===== config.mk =====
export PLATFORM = sky130hd
export DESIGN_NAME = prl_rx_message_parser_mdo
export DESIGN_NICKNAME = d
export VERILOG_FILES = /design/src/rtl/prl_rx_message_parser_mdo.sv
export SDC_FILE = /design/constraint.sdc
export NUM_CORES = 1
export LEC_CHECK = 0
export CAP_MARGIN = 40
export CORE_MARGIN = 4
export CORE_UTILIZATION = 45
export DETAILED_ROUTE_END_ITERATION = 6
export DONT_BUFFER_PORTS = 1
export PLACE_DENSITY_LB_ADDON = 0.25
export SYNTH_ARGS = -nofsm -noshare
export SYNTH_HDL_FRONTEND = slang
export SYNTH_SLANG_ARGS = --single-unit

===== constraint.sdc =====
create_clock -name clk -period 4.3 [get_ports clk]
set_input_delay 1.29 -clock clk [delete_from_list [all_inputs] [get_ports clk]]
set_output_delay 1.29 -clock clk [all_outputs]
set_load 0.005 [all_outputs]

===== src/rtl/prl_rx_message_parser_mdo.sv =====
// PD protocol-layer RX parser: header/extended-header decode, multi-data-object capture and end-of-packet classification.
// Extended-message parsing is enabled by defining PRL_RX_EXT_MSG_EN.
module prl_rx_message_parser_mdo #(
  parameter int unsigned MAX_DO = 7,
  parameter int unsigned IDX_W  = 3
) (
  input  logic             clk,
  input  logic             rst_n,
  input  logic             phy2prl_rx_packet_en,
  input  logic [2:0]       phy2prl_rx_packet_type,
  input  logic             phy2prl_rx_packet_done,
  input  logic [1:0]       phy2prl_rx_packet_result,
  input  logic [7:0]       phy2prl_rx_payload,
  input  logic             phy2prl_rx_payload_req,
  output logic             prl_rx_msg_req,
  output logic [2:0]       prl_rx_msg_result,
  output logic [1:0]       prl_rx_msg_type,
  output logic [2:0]       prl_rx_sop_type,
  output logic [4:0]       prl_rx_header_type,
  output logic [2:0]       prl_rx_message_id,
  output logic [2:0]       prl_rx_num_do,
  output logic [8:0]       prl_rx_ext_data_size,
  output logic             prl_rx_ext_chunked,
  input  logic [IDX_W-1:0] prl_rx_do_rd_idx,
  output logic [31:0]      prl_rx_do_rd_data,
  output logic             prl_rx_busy
);
  localparam int unsigned DO_W      = 32;
  localparam logic [2:0] RES_OK     = 3'd0;
  localparam logic [2:0] RES_TRUNC  = 3'd4;
  localparam logic [2:0] RES_LONG   = 3'd5;
  localparam logic [2:0] RES_NUM_DO = 3'd6;
  localparam logic [2:0] RES_UNSUP  = 3'd7;

  typedef enum logic [2:0] {
    S_IDLE,
    S_HDR,
`ifdef PRL_RX_EXT_MSG_EN
    S_EXT_HDR,
`endif
    S_DATA,
    S_WAIT_DONE,
    S_DISCARD
  } state_t;

  state_t           state_q, state_d;
  logic [1:0]       byte_cnt_q;
  logic [2:0]       do_cnt_q;
  logic [2:0]       pend_q, pend_d;
  logic [23:0]      asm_q;
  logic [DO_W-1:0]  buf_q [MAX_DO];

  logic             pkt_start, byte_take, field_end, hdr_lat, wr_en;
  logic             mt_set, done_take, trunc;
  logic [1:0]       mt_d;
  logic [2:0]       res_d;
  logic [2:0]       hdr_nd;
  logic             hdr_ext;
`ifdef PRL_RX_EXT_MSG_EN
  logic             ext_lat;
`endif

  assign hdr_nd  = phy2prl_rx_payload[6:4];
  assign hdr_ext = phy2prl_rx_payload[7];

  // Next-state and per-cycle control decode.
  always_comb begin
    state_d   = state_q;
    pend_d    = pend_q;
    pkt_start = 1'b0;
    byte_take = 1'b0;
    field_end = 1'b0;
    hdr_lat   = 1'b0;
    wr_en     = 1'b0;
    mt_set    = 1'b0;
    mt_d      = prl_rx_msg_type;
    done_take = 1'b0;
    res_d     = RES_OK;
    trunc     = 1'b0;
`ifdef PRL_RX_EXT_MSG_EN
    ext_lat   = 1'b0;
`endif
    case (state_q)
      S_IDLE: begin
        if (phy2prl_rx_packet_en) begin
          pkt_start = 1'b1;
          pend_d    = RES_OK;
          if (phy2prl_rx_packet_type < 3'd3) begin
            state_d = S_HDR;
          end else begin
            mt_set  = 1'b1;
            mt_d    = 2'd3;
            state_d = S_WAIT_DONE;
          end
        end
      end
      S_HDR: begin
        if (phy2prl_rx_payload_req) begin
          byte_take = 1'b1;
          if (byte_cnt_q == 2'd1) begin
            field_end = 1'b1;
            hdr_lat   = 1'b1;
            if (32'(hdr_nd) > MAX_DO) begin
              state_d = S_DISCARD;
              pend_d  = RES_NUM_DO;
            end else if (hdr_ext) begin
              mt_set  = 1'b1;
              mt_d    = 2'd2;
`ifdef PRL_RX_EXT_MSG_EN
              state_d = S_EXT_HDR;
`else
              state_d = S_DISCARD;
              pend_d  = RES_UNSUP;
`endif
            end else if (hdr_nd != 3'd0) begin
              mt_set  = 1'b1;
              mt_d    = 2'd1;
              state_d = S_DATA;
            end else begin
              mt_set  = 1'b1;
              mt_d    = 2'd0;
              state_d = S_WAIT_DONE;
            end
          end
        end
      end
`ifdef PRL_RX_EXT_MSG_EN
      S_EXT_HDR: begin
        if (phy2prl_rx_payload_req) begin
          byte_take = 1'b1;
          if (byte_cnt_q == 2'd1) begin
            field_end = 1'b1;
            ext_lat   = 1'b1;
            state_d   = (prl_rx_num_do == 3'd0) ? S_WAIT_DONE : S_DATA;
          end
        end
      end
`endif
      S_DATA: begin
        if (phy2prl_rx_payload_req) begin
          byte_take = 1'b1;
          if (byte_cnt_q == 2'd3) begin
            field_end = 1'b1;
            wr_en     = 1'b1;
            if (do_cnt_q + 3'd1 == prl_rx_num_do) state_d = S_WAIT_DONE;
          end
        end
      end
      S_WAIT_DONE: begin
        if (phy2prl_rx_payload_req) pend_d = RES_LONG;
      end
      S_DISCARD: state_d = state_q;
      default:   state_d = S_IDLE;
    endcase

    // Classification sees the state after any same-cycle byte has been consumed.
    trunc = (state_d == S_HDR) || (state_d == S_DATA);
`ifdef PRL_RX_EXT_MSG_EN
    trunc = trunc || (state_d == S_EXT_HDR);
`endif
    if ((state_q != S_IDLE) && phy2prl_rx_packet_done) begin
      done_take = 1'b1;
      if (phy2prl_rx_packet_result != 2'd0) res_d = {1'b0, phy2prl_rx_packet_result};
      else if (pend_d != RES_OK)            res_d = pend_d;
      else if (trunc)                       res_d = RES_TRUNC;
      state_d = S_IDLE;
    end
  end

  always_ff @(posedge clk or negedge rst_n) begin
    if (!rst_n) begin
      state_q            <= S_IDLE;
      byte_cnt_q         <= '0;
      do_cnt_q           <= '0;
      pend_q             <= '0;
      asm_q              <= '0;
      for (int i = 0; i < MAX_DO; i++) buf_q[i] <= '0;
      prl_rx_msg_req     <= 1'b0;
      prl_rx_msg_result  <= '0;
      prl_rx_msg_type    <= '0;
      prl_rx_sop_type    <= '0;
      prl_rx_header_type <= '0;
      prl_rx_message_id  <= '0;
      prl_rx_num_do      <= '0;
      prl_rx_busy        <= 1'b0;
    end else begin
      state_q <= state_d;
      pend_q  <= pend_d;
      if (pkt_start) begin
        byte_cnt_q      <= '0;
        do_cnt_q        <= '0;
        prl_rx_sop_type <= phy2prl_rx_packet_type;
      end else if (byte_take) begin
        byte_cnt_q <= field_end ? 2'd0 : byte_cnt_q + 2'd1;
      end
      if (byte_take) begin
        case (byte_cnt_q)
          2'd0:    asm_q[7:0]   <= phy2prl_rx_payload;
          2'd1:    asm_q[15:8]  <= phy2prl_rx_payload;
          2'd2:    asm_q[23:16] <= phy2prl_rx_payload;
          default: asm_q        <= asm_q;
        endcase
      end
      if (mt_set) prl_rx_msg_type <= mt_d;
      if (hdr_lat) begin
        prl_rx_header_type <= asm_q[4:0];
        prl_rx_message_id  <= phy2prl_rx_payload[3:1];
        prl_rx_num_do      <= hdr_nd;
      end
      if (wr_en) begin
        do_cnt_q <= do_cnt_q + 3'd1;
        for (int i = 0; i < MAX_DO; i++)
          if (do_cnt_q == 3'(i)) buf_q[i] <= {phy2prl_rx_payload, asm_q};
      end
      prl_rx_msg_req <= done_take;
      if (done_take) prl_rx_msg_result <= res_d;
      prl_rx_busy <= (state_d != S_IDLE);
    end
  end

`ifdef PRL_RX_EXT_MSG_EN
  always_ff @(posedge clk or negedge rst_n) begin
    if (!rst_n) begin
      prl_rx_ext_data_size <= '0;
      prl_rx_ext_chunked   <= 1'b0;
    end else if (ext_lat) begin
      prl_rx_ext_data_size <= {phy2prl_rx_payload[0], asm_q[7:0]};
      prl_rx_ext_chunked   <= phy2prl_rx_payload[7];
    end
  end
`else
  assign prl_rx_ext_data_size = '0;
  assign prl_rx_ext_chunked   = 1'b0;
`endif

  // Indexed read; slots beyond the announced count or the buffer depth read as zero.
  always_comb begin
    prl_rx_do_rd_data = '0;
    for (int i = 0; i < MAX_DO; i++)
      if ((prl_rx_do_rd_idx == IDX_W'(i)) && (3'(i) < prl_rx_num_do)) prl_rx_do_rd_data = buf_q[i];
  end
endmodule


=== Word-level counts from Yosys, hierarchy flattened ===
Cells that the tools add are included.

* Reduce and logical (&&, ||, !) cells: 34
* Order comparisons: 8
* Add/subtract/negate cells: 2
* Equality and inequality tests: 26
* Multiplexer cells: 55

{| class="wikitable"
|+ Operators by type and width
! kind !! count
|-
| $mux 32 || 7
|-
| $mux 3 || 19
|-
| $eq 3x2->1 const B || 7
|-
| $eq 3x3->1 const B || 7
|-
| $reduce_and 2->1 || 10
|-
| $mux 2 || 9
|-
| $mux 1 || 15
|-
| $eq 3x1->1 const B || 4
|-
| $pmux 3 s4 || 1
|-
| $reduce_bool 3->1 || 4
|-
| $logic_not 3->1 || 3
|-
| $lt 3x3->1 const A || 3
|-
| $pmux 3 s3 || 1
|-
| $logic_and 1x1->1 || 8
|-
| $ne 2x2->1 const B || 4
|-
| $reduce_bool 2->1 || 4
|-
| $lt 1x3->1 const A || 2
|-
| $lt 2x3->1 const A || 2
|-
| $reduce_and 6->1 || 1
|-
| $eq 2x2->1 const B || 2
|-
| $pmux 1 s2 || 2
|-
| $pmux 2 s2 || 1
|-
| $reduce_or 2->1 || 2
|-
| $add 3x1->3 const B || 1
|-
| other kinds (6) || 6
|}

* Output and inout bits: 63
* Word-level logic and storage cells: 147
* Input bits: 21
* Bits in registers: 280

=== Depth between registers and ports, before layout ===
Gate-level depths: netlist of the first run.

* Depth in word-level cells: 12
* Gate-level depth with buffers: 8
* Gate-level depth less buffers: 7

=== Least setup slack after synthesis of the first run ===
No wires, ideal clock.

* Path kind: in2out
* Start: input prl_rx_do_rd_idx[1]
* End: output prl_rx_do_rd_data[24]
* Arrival time: 2.656 ns
* Required time: 3.010 ns
* Stages on the path: 7
* Path slack: 0.354 ns
* Buffers on the path: 2
* Cells stage by stage: buf_4 or3b_4 nor2_4 buf_4 a221oi_1 o31a_1 o21ai_1

* Cells in the longest elaborated chain, start to end: 9
* Elaborated cells between the ends (all ways): 21
* Classes of those cells: eq/ne (6); mux (7); reduce/logical (8)

{| class="wikitable"
|+ RTL lines
! element !! line !! source
|-
| start: declaration || 24 || <nowiki>input logic [IDX_W-1:0] prl_rx_do_rd_idx,</nowiki>
|-
| $logic_not 3->1 || 240 || <nowiki>if ((prl_rx_do_rd_idx == IDX_W'(i)) && (3'(i) < prl_rx_num_do)) prl_rx_do_rd_data = buf_q[i];</nowiki>
|-
| $logic_and 1x1->1 || 240 ||
|-
| $mux 32 (6 in series) || 240 ||
|-
| $mux 32 * || 240 ||
|-
| end: declaration || 25 || <nowiki>output logic [31:0] prl_rx_do_rd_data,</nowiki>
|}

Mark *: on every way between the ends. The rest lies on a longest branch, timed or not.

=== Worst setup path in the final report of the first run ===
* Start: input prl_rx_do_rd_idx[2]
* End: output prl_rx_do_rd_data[31]

Same word-level chain as after synthesis.

==> results.md, run 1 <==
* Outcome: complete, no violations
* CP bufs+invs at 2
* Avg Cell Area, Syn at 12.68 sq um
* Total gr overflow at 0
* HP Class: input port to async pin
* Die area at 31300 sq um
* Residual DRC at 0
* Number of synthesized register bits at 280
* Avg Vias per Cell at 5.706
* Routed WL at 30.29 mm
* Nets at ~1000
* Switching share of total power at between 20 and 30%
* Largest net degree at the start of global routing at 281
* ANT nets after route at 0
* Net Sw Power at 2059 uW
* Largest stage delay, worst path at 0.41 ns
* Clock Sinks at 280
* Critical Path AT at between 2 and 3 ns
* CTS tree: built
* TritonCTS Buffers at 30
* Postcts setup bufs at 0
* Synth Instances at between 1000 and 1500
* Top cell type by total area after synthesis: dfrtp_1
* Crit path max-delay family: compound AO/OA/AOI/OAI gates
* Starting Density at 45.97%
* Min Clock Period, post-route at ~4.1 ns
* Max-slew violation count at 0
* DIE HEIGHT at 176.9 um
* Ant diodes at 0
* Final HPWL DP at 19.11 mm
* Iter 0 DRT Violations at ~530
* Critical path type: input port to output port
* Yosys warns at 0
* Critical Path RT at between 3 and 4 ns
* Crit. End Element: output port
* Initial antenna violation count at 0
* Startpoint Class: input port
* Min Hold Slack at 0.4454 ns
* Routability congestion estimate at between 0.7 and 0.8
* Final Hold Fails at 0
* CORE AREA at approximately 28000 sq um
* RSZ-0062 raised after global routing: false
* Port Buffers at 0
* CP Cell Sequence: or3b_4 -> nor2_4 -> buf_4 -> a221oi_1 -> o31a_1 -> o21ai_0 -> buf_4
* Share of cells above drive strength 1 at a little under two fifths
* Die W at 176.9 um
* Ys async rst share at 100.0%
* Global Route Usage Sum at 19.62%
* Peak VDD IR at between 400 and 500 uV
* Final setup viols at 0
* PwrDens at between 500 and 600 nW/um^2
* Row cnt at slightly above 60
* Reg power frac at 47.7%
* Seq/Total Area, Yosys at 54.56%
* Period Utilization, post-route at between 90% and 100%
* Ys flop type: dfrtp_1
* Peak Freq at 244.9 MHz
* Area share of the largest cell type after synthesis at a little over half
* Start point of the critical path: prl_rx_do_rd_idx[2]
* Clk pwr share at between 30% and 40%
* Clock Latency Late Sink at ~0.56 ns
* Clk buf depth at 3
* First-pass GRT wire length at just under 50 mm
* Critical Path Most Common Cell: buf_4
* Number of synthesized flops with an enable pin at 0
* Reg-to-reg startpoint: state_q[1]$_DFF_PN0_
* Ports at 84
* Top cells by area, synth: dfrtp_1 (55%), mux2_2 (22%), o221a_2 (1.7%)
* Slew headroom at 60.41%
* Iteration count of the initial detailed-routing pass at 4
* Vias in the first global route at between 8000 and 9000
* Worst Clk Skew at about 0.0091 ns
* Post-Syn Area at about 13000 sq um
* Via count at roughly 8100
* Max Cap Viol at 0
* Max FO, Critical Path at 16
* Depth of the CTS H-tree at 1
* Worst-path clk slew at around 0.060 ns
* Worst-margin pin slew at around 0.59 ns
* Clk Tree Root Cell: clkbuf_16
* Distinct cells, synth at between 60 and 70
* P_leak at between 0.006 and 0.007 uW
* Pint at a little over 5000 uW
* Combinational share of power at between 10% and 20%
* Wire per inst at ~21 um
* Synthesis-to-layout area growth at 11.99%
* Slowest stage cell, crit path: or3b_4
* Post_cts resized at 0
* Setup TNS at 0 ns
* Hold-fix buffers at CTS at 0
-- worst register-to-register path: cells and delay by family, from the launching register on --
kind | cells | cell delay, ns
multiplexers | 1 | 0.33
AND/OR/NAND/NOR | 3 | 1.36
flip-flops | 1 | 0.60
buffers and inverters | 1 | 0.45
-- cells in the mapped netlist, types with 3 or more instances --
| cell type | count |
|---|---|
| a21oi_1 | 34 |
| a221o_1 | 5 |
| a221oi_1 | 21 |
| a22oi_1 | 15 |
| a31oi_1 | 5 |
| and3_1 | 5 |
| and4_1 | 7 |
| buf_2 | 31 |
| buf_4 | 14 |
| buf_6 | 5 |
| clkbuf_1 | 38 |
| dfrtp_1 | 280 |
| ha_1 | 9 |
| inv_1 | 13 |
| mux2_1 | 5 |
| mux2_2 | 249 |
| nand2_1 | 49 |
| nand3_1 | 6 |
| nand3_2 | 3 |
| nor2_1 | 42 |
| nor3_1 | 12 |
| o21a_1 | 3 |
| o21ai_0 | 38 |
| o21ai_1 | 21 |
| o221a_2 | 19 |
| o221ai_1 | 5 |
| o22a_1 | 5 |
| o22ai_1 | 8 |
| o2bb2ai_1 | 3 |
| o31a_1 | 19 |
| or2_2 | 3 |
| or3b_2 | 3 |
| xnor2_1 | 3 |
-- final cells by class --
type | instances | area, sq um
inverter | 13 | 48.80
clock buffer | 43 | 879.6
timing repair buffer | 51 | 457.9
sequential | 280 | 7007
tap | 378 | 473.0
fill | 2437 | 13550
clock inverter | 11 | 143.9
multi-input combinational | 639 | 5371
-- routing by layer --
| metal | routed length [um] | part of all wire [%] | vias to the layer above | GRT usage, % |
|---|---|---|---|---|
| met5 | 0 | 0 | - | 0 |
| met4 | 525 | 1.7 | 0 | 4.417 |
| met3 | 1617 | 5.3 | 44 | 3.568 |
| met2 | 14140 | 47 | 155 | 31.90 |
| met1 | 14010 | 46 | 4166 | 27.71 |
| li1 | - | - | 3709 | - |
-- power groups by stage --
stage          logic (uW)  clock network [uW]  registers [uW]
6_report             1140                2640            3450
3_5_place_dp         1150                   0            3510
5_1_grt              1270                2830            3530
3_3_place_gp         1120                   0            3500
2_1_floorplan         949                   0            3300
4_1_cts              1150                2700            3460
-- cell usage in the layout (no fill, tap or decap), drive strengths merged, types with 3 or more instances in the layout --
master   Yosys  layout
dfrtp      280     280
o22a         5       5
inv         13      13
or2          3       3
conb         1      10
ha           9       9
clkbuf      38      43
nor3        13      13
mux2       255     255
o221a       19      19
or3b         4       4
bufinv       0       3
o31a        19      19
a221oi      21      21
nand3        9       9
o22ai        8       8
o221ai       6       6
a31oi        5       5
o2bb2ai      3       3
buf         52      51
a21oi       34      34
and3         5       5
o21a         3       3
clkinv       0       7
nor2        43      43
o21ai       59      59
a22oi       15      15
nand2       50      50
xnor2        3       3
a221o        5       5
and4         7       7
-- final timing paths --
| check | end | slack (ns) | depth (start not counted) |
|---|---|---|---|
| min in group clk | buf_q[63]$_DFFE_PN0P_ | 0.49 | 2 |
| max in group asynchronous | buf_q[69]$_DFFE_PN0P_ | 3.38 | 0 |
| setup / recovery | prl_rx_do_rd_data[31] | 0.22 | 7 |
| hold / removal | buf_q[143]$_DFFE_PN0P_ | 0.45 | 0 |
| setup reg to reg | buf_q[25]$_DFFE_PN0P_ | 1.44 | 5 |
| hold reg to reg | buf_q[63]$_DFFE_PN0P_ | 0.49 | 2 |
-- flip-flops by register name (all words and copies together) (netlist names) --
name and cells:
buf_q 224, asm_q 24, prl_rx_header_type 5, do_cnt_q 3, pend_q 3, prl_rx_message_id 3, prl_rx_msg_result 3, prl_rx_num_do 3
prl_rx_sop_type 3, state_q 3, byte_cnt_q 2, prl_rx_msg_type 2, prl_rx_busy 1, prl_rx_msg_req 1
-- cells by family (layout without fill, tap and decap cells) --
| kind of cell | Yosys count | in the layout | share of synthesized area (%) |
|---|---|---|---|
| flops | 280 | 280 | 54.56 |
| mux | 255 | 255 | 22.39 |
| compound gates | 209 | 209 | 11.69 |
| simple gates | 151 | 151 | 6.080 |
| buf+inv | 103 | 118 | 4.014 |
| fa+ha+maj | 10 | 10 | 0.9549 |
| xor+xnor | 4 | 4 | 0.2729 |
| other cells | 1 | 10 | 0.02920 |
-- per-stage QoR --
stage | util (%) | total power, uW | cell area [sq um] | std cells | setup slack, ns
6_report | 51.48 | 7232 | 14380 | 1415 | 0.2166
2_1_floorplan | - | 4244 | 12870 | 1022 | 0.3545
5_1_grt | 51.48 | 7625 | 14380 | 1415 | 0.1258
3_5_place_dp | 47.82 | 4655 | 13360 | 1361 | 0.2084
4_1_cts | 51.48 | 7314 | 14380 | 1415 | 0.2151
3_3_place_gp | 47.79 | 4618 | 13350 | 1360 | 0.2008
(Power assumes the default switching activity.)
==> run 2: changes to the inputs <==
HOLD_SLACK_MARGIN = 0.06   (was unset)
==> results of run 2 <==
No change in the layout: final DEF, timing and power equal those of run 1.
==> run 3: changes to the inputs <==
--- a/constraint.sdc
+++ b/constraint.sdc
@@ -3,2 +3,2 @@
 set_output_delay 1.29 -clock clk [all_outputs]
-set_load 0.005 [all_outputs]
+set_load 0.01 [all_outputs]
==> run 3 against run 2 <==
Effect of this change:
- clock power is 2% lower
- clock skew is 0.012 ns higher
- global-route usage is 0.26 points higher
- flip-flop and latch count stayed put
- fmax is 0.74% lower
- critical path depth is 1 higher
- setup slack worse by 0.030 ns
- first-iteration DRC count is 4.7% lower
- worst hold slack better by 0.017 ns
- die area stayed put
- via count is 2.6% higher
- largest cell class unchanged
- largest power group unchanged
==> results.md, run 3 (synthesis results as in run 1) <==
* Outcome: complete, no violations
* Worst-path clk slew at 0.06 ns
* Clk buf depth at 3
* Via count at roughly 8300
* Critical Path Most Common Cell: buf_4
* PwrDens at about 500 nW/um^2
* Max Cap Viol at 0
* Hold-fix buffers at CTS at 0
* ANT nets after route at 0
* Die area at around 31000 sq um
* Total gr overflow at 0
* Final Core Density at 51.84%
* Clock Sinks at 280
* HP Class: input port to async pin
* Clk Tree Root Cell: clkbuf_16
* Routed WL at approximately 30 mm
* Residual DRC at 0
* Largest stage delay, worst path at approximately 0.76 ns
* Slew headroom at 45.28%
* R2R Setup Slk at approximately 1.6 ns
* Depth of the CTS H-tree at 1
* Critical Path RT at 3.01 ns
* Initial antenna violation count at 0
* Crit Reg-Reg Endpoint: buf_q[49]$_DFFE_PN0P_
* Post_cts resized at 0
* RSZ-0062 raised after global routing: false
* Filler cell count at approximately 2500
* Most common cell after layout, fill and taps aside: dfrtp_1
* Share of cells above drive strength 1 at around 38%
* Most frequent cells in the layout: dfrtp_1 (280), mux2_2 (249), nand2_1 (49), buf_4 (49), nor2_1 (40)
* Final setup viols at 0
* Min Clock Period, post-route at ~4.1 ns
* Iteration count of the initial detailed-routing pass at 5
* Max FO, Critical Path at 28
* Critical path type: flip-flop to output port
* Clock Latency Late Sink at between 0.5 and 0.6 ns
* Biggest regs: buf_q x224, asm_q x24, prl_rx_header_type x5
* Final WS setup at 0.1861 ns
* Fin cells at between 1000 and 1500
* Top reg by flops: buf_q
* P_leak at ~0.0070 uW
* Die W at between 150 and 200 um
* CORE AREA at 27930 sq um
* Wire per inst at ~21 um
* Peak Freq at 243.1 MHz
* TritonCTS Buffers at 31
* Placed cells at roughly 1400
* CP Cell Sequence: nand3b_1 -> nor3_2 -> buf_12 -> a21oi_1 -> o31a_1 -> o21ai_0 -> buf_4 -> buf_4
* Setup WS pre-CTS at approximately 0.19 ns
* Ports at 84
* Max-slew violation count at 0
* Vias in the first global route at ~8600
* Row cnt at between 60 and 70
* Routability congestion estimate at 0.7837
* Critical Path AT at 2.82 ns
* R2R cell count at 5
* First-pass GRT wire length at 49.40 mm
* DIE HEIGHT at between 150 and 200 um
* Starting Density at between 40% and 50%
* Period Utilization, post-route at between 90 and 100%
* Iter 0 DRT Violations at just over 500
* CTS tree: built
* Reg-to-reg startpoint: state_q[1]$_DFF_PN0_
* Avg Vias per Cell at 5.810
* Largest register FFs at approximately 220
* Synthesis-to-layout area growth at 12.77%
* Setup TNS at 0 ns
* Port Buffers at 0
* Final Hold Fails at 0
* Worst Clk Skew at 0.02138 ns
* Global Route Usage Sum at 19.88%
* Ant diodes at 0
* Crit. End Element: output port
* Postcts setup bufs at 0
* Largest net degree at the start of global routing at around 280
* Worst-margin pin slew at 0.8209 ns
* Nets at ~1100
* Peak VDD IR at about 410 uV
* Final HPWL DP at just under 20 mm
* Startpoint Class: flip-flop
* Slowest stage cell, crit path: dfrtp_1
-- run 3: cell types whose count changed in the layout (fill, tap and decap cells not counted), moves of 2 or more --
cell       previous run  this run
buf_12                6         9
clkbuf_8              8        11
bufinv_16             3         1
clkbuf_1              5         9
buf_4                45        49
clkinv_2              6         3
-- run 3: area by class of cell --
type	count	area (sq um)	area share [%]
clock inverter	6	61.31	0.4234
tap	378	473.0	3.266
sequential	280	7007	48.38
multi-input combinational	639	5371	37.09
clock buffer	51	960.9	6.636
inverter	13	48.80	0.3370
timing repair buffer	59	559.3	3.862
-- run 3: stage by stage --
| stage | area, sq um | hold slack [ns] | total power, uW |
|---|---|---|---|
| detailed placement | 13460 | 0.4728 | 4738 |
| global route | 14480 | 0.4367 | 7662 |
| finish | 14480 | 0.4620 | 7286 |
| floorplan | 12870 | 0.4447 | 4306 |
| CTS | 14480 | 0.4176 | 7372 |
| global placement | 13450 | 0.4662 | 4699 |
-- run 3: routing by layer --
layer  wire length, um  GRT usage [%]  part of all wire, %  up-vias
met3              1908          3.974                  6.2       60
met4               797          5.287                  2.6        0
met5                 0              0                    0        -
li1                  -              -                    -     3728
met1             13570          27.63                   44     4303
met2             14310          32.14                   47      194
-- run 3: where the power goes --
group | leakage, uW | switching [uW] | internal [uW]
Combinational | 0.00266 | 578 | 599
Clock | 0.000502 | 1030 | 1570
Sequential | 0.00382 | 515 | 3000
Total | 0.00699 | 2120 | 5170
-- run 3: how the worst max path moves through the flow --
| stage | from | end | slack [ns] | cells after the start |
|---|---|---|---|---|
| 4_1_cts | prl_rx_num_do[2]$_DFFE_PN0P_ | prl_rx_do_rd_data[31] | 0.17 | 8 |
| 3_5_place_dp | prl_rx_do_rd_idx[2] | prl_rx_do_rd_data[31] | 0.19 | 8 |
| 3_3_place_gp | prl_rx_do_rd_idx[2] | prl_rx_do_rd_data[31] | 0.17 | 8 |
| 2_1_floorplan | prl_rx_do_rd_idx[0] | prl_rx_do_rd_data[31] | 0.28 | 7 |
| 5_1_grt | prl_rx_num_do[2]$_DFFE_PN0P_ | prl_rx_do_rd_data[1] | 0.06 | 7 |
| 6_report | prl_rx_num_do[2]$_DFFE_PN0P_ | prl_rx_do_rd_data[31] | 0.19 | 8 |
-- run 3: critical path, delay by kind of cell, from the launching register on --
kind                   cells  cell delay, ns
buffers and inverters      3            0.48
and+or+nand+nor            2            0.67
DFF                        1            0.76
AOI/OAI and AO/OA          3            0.35
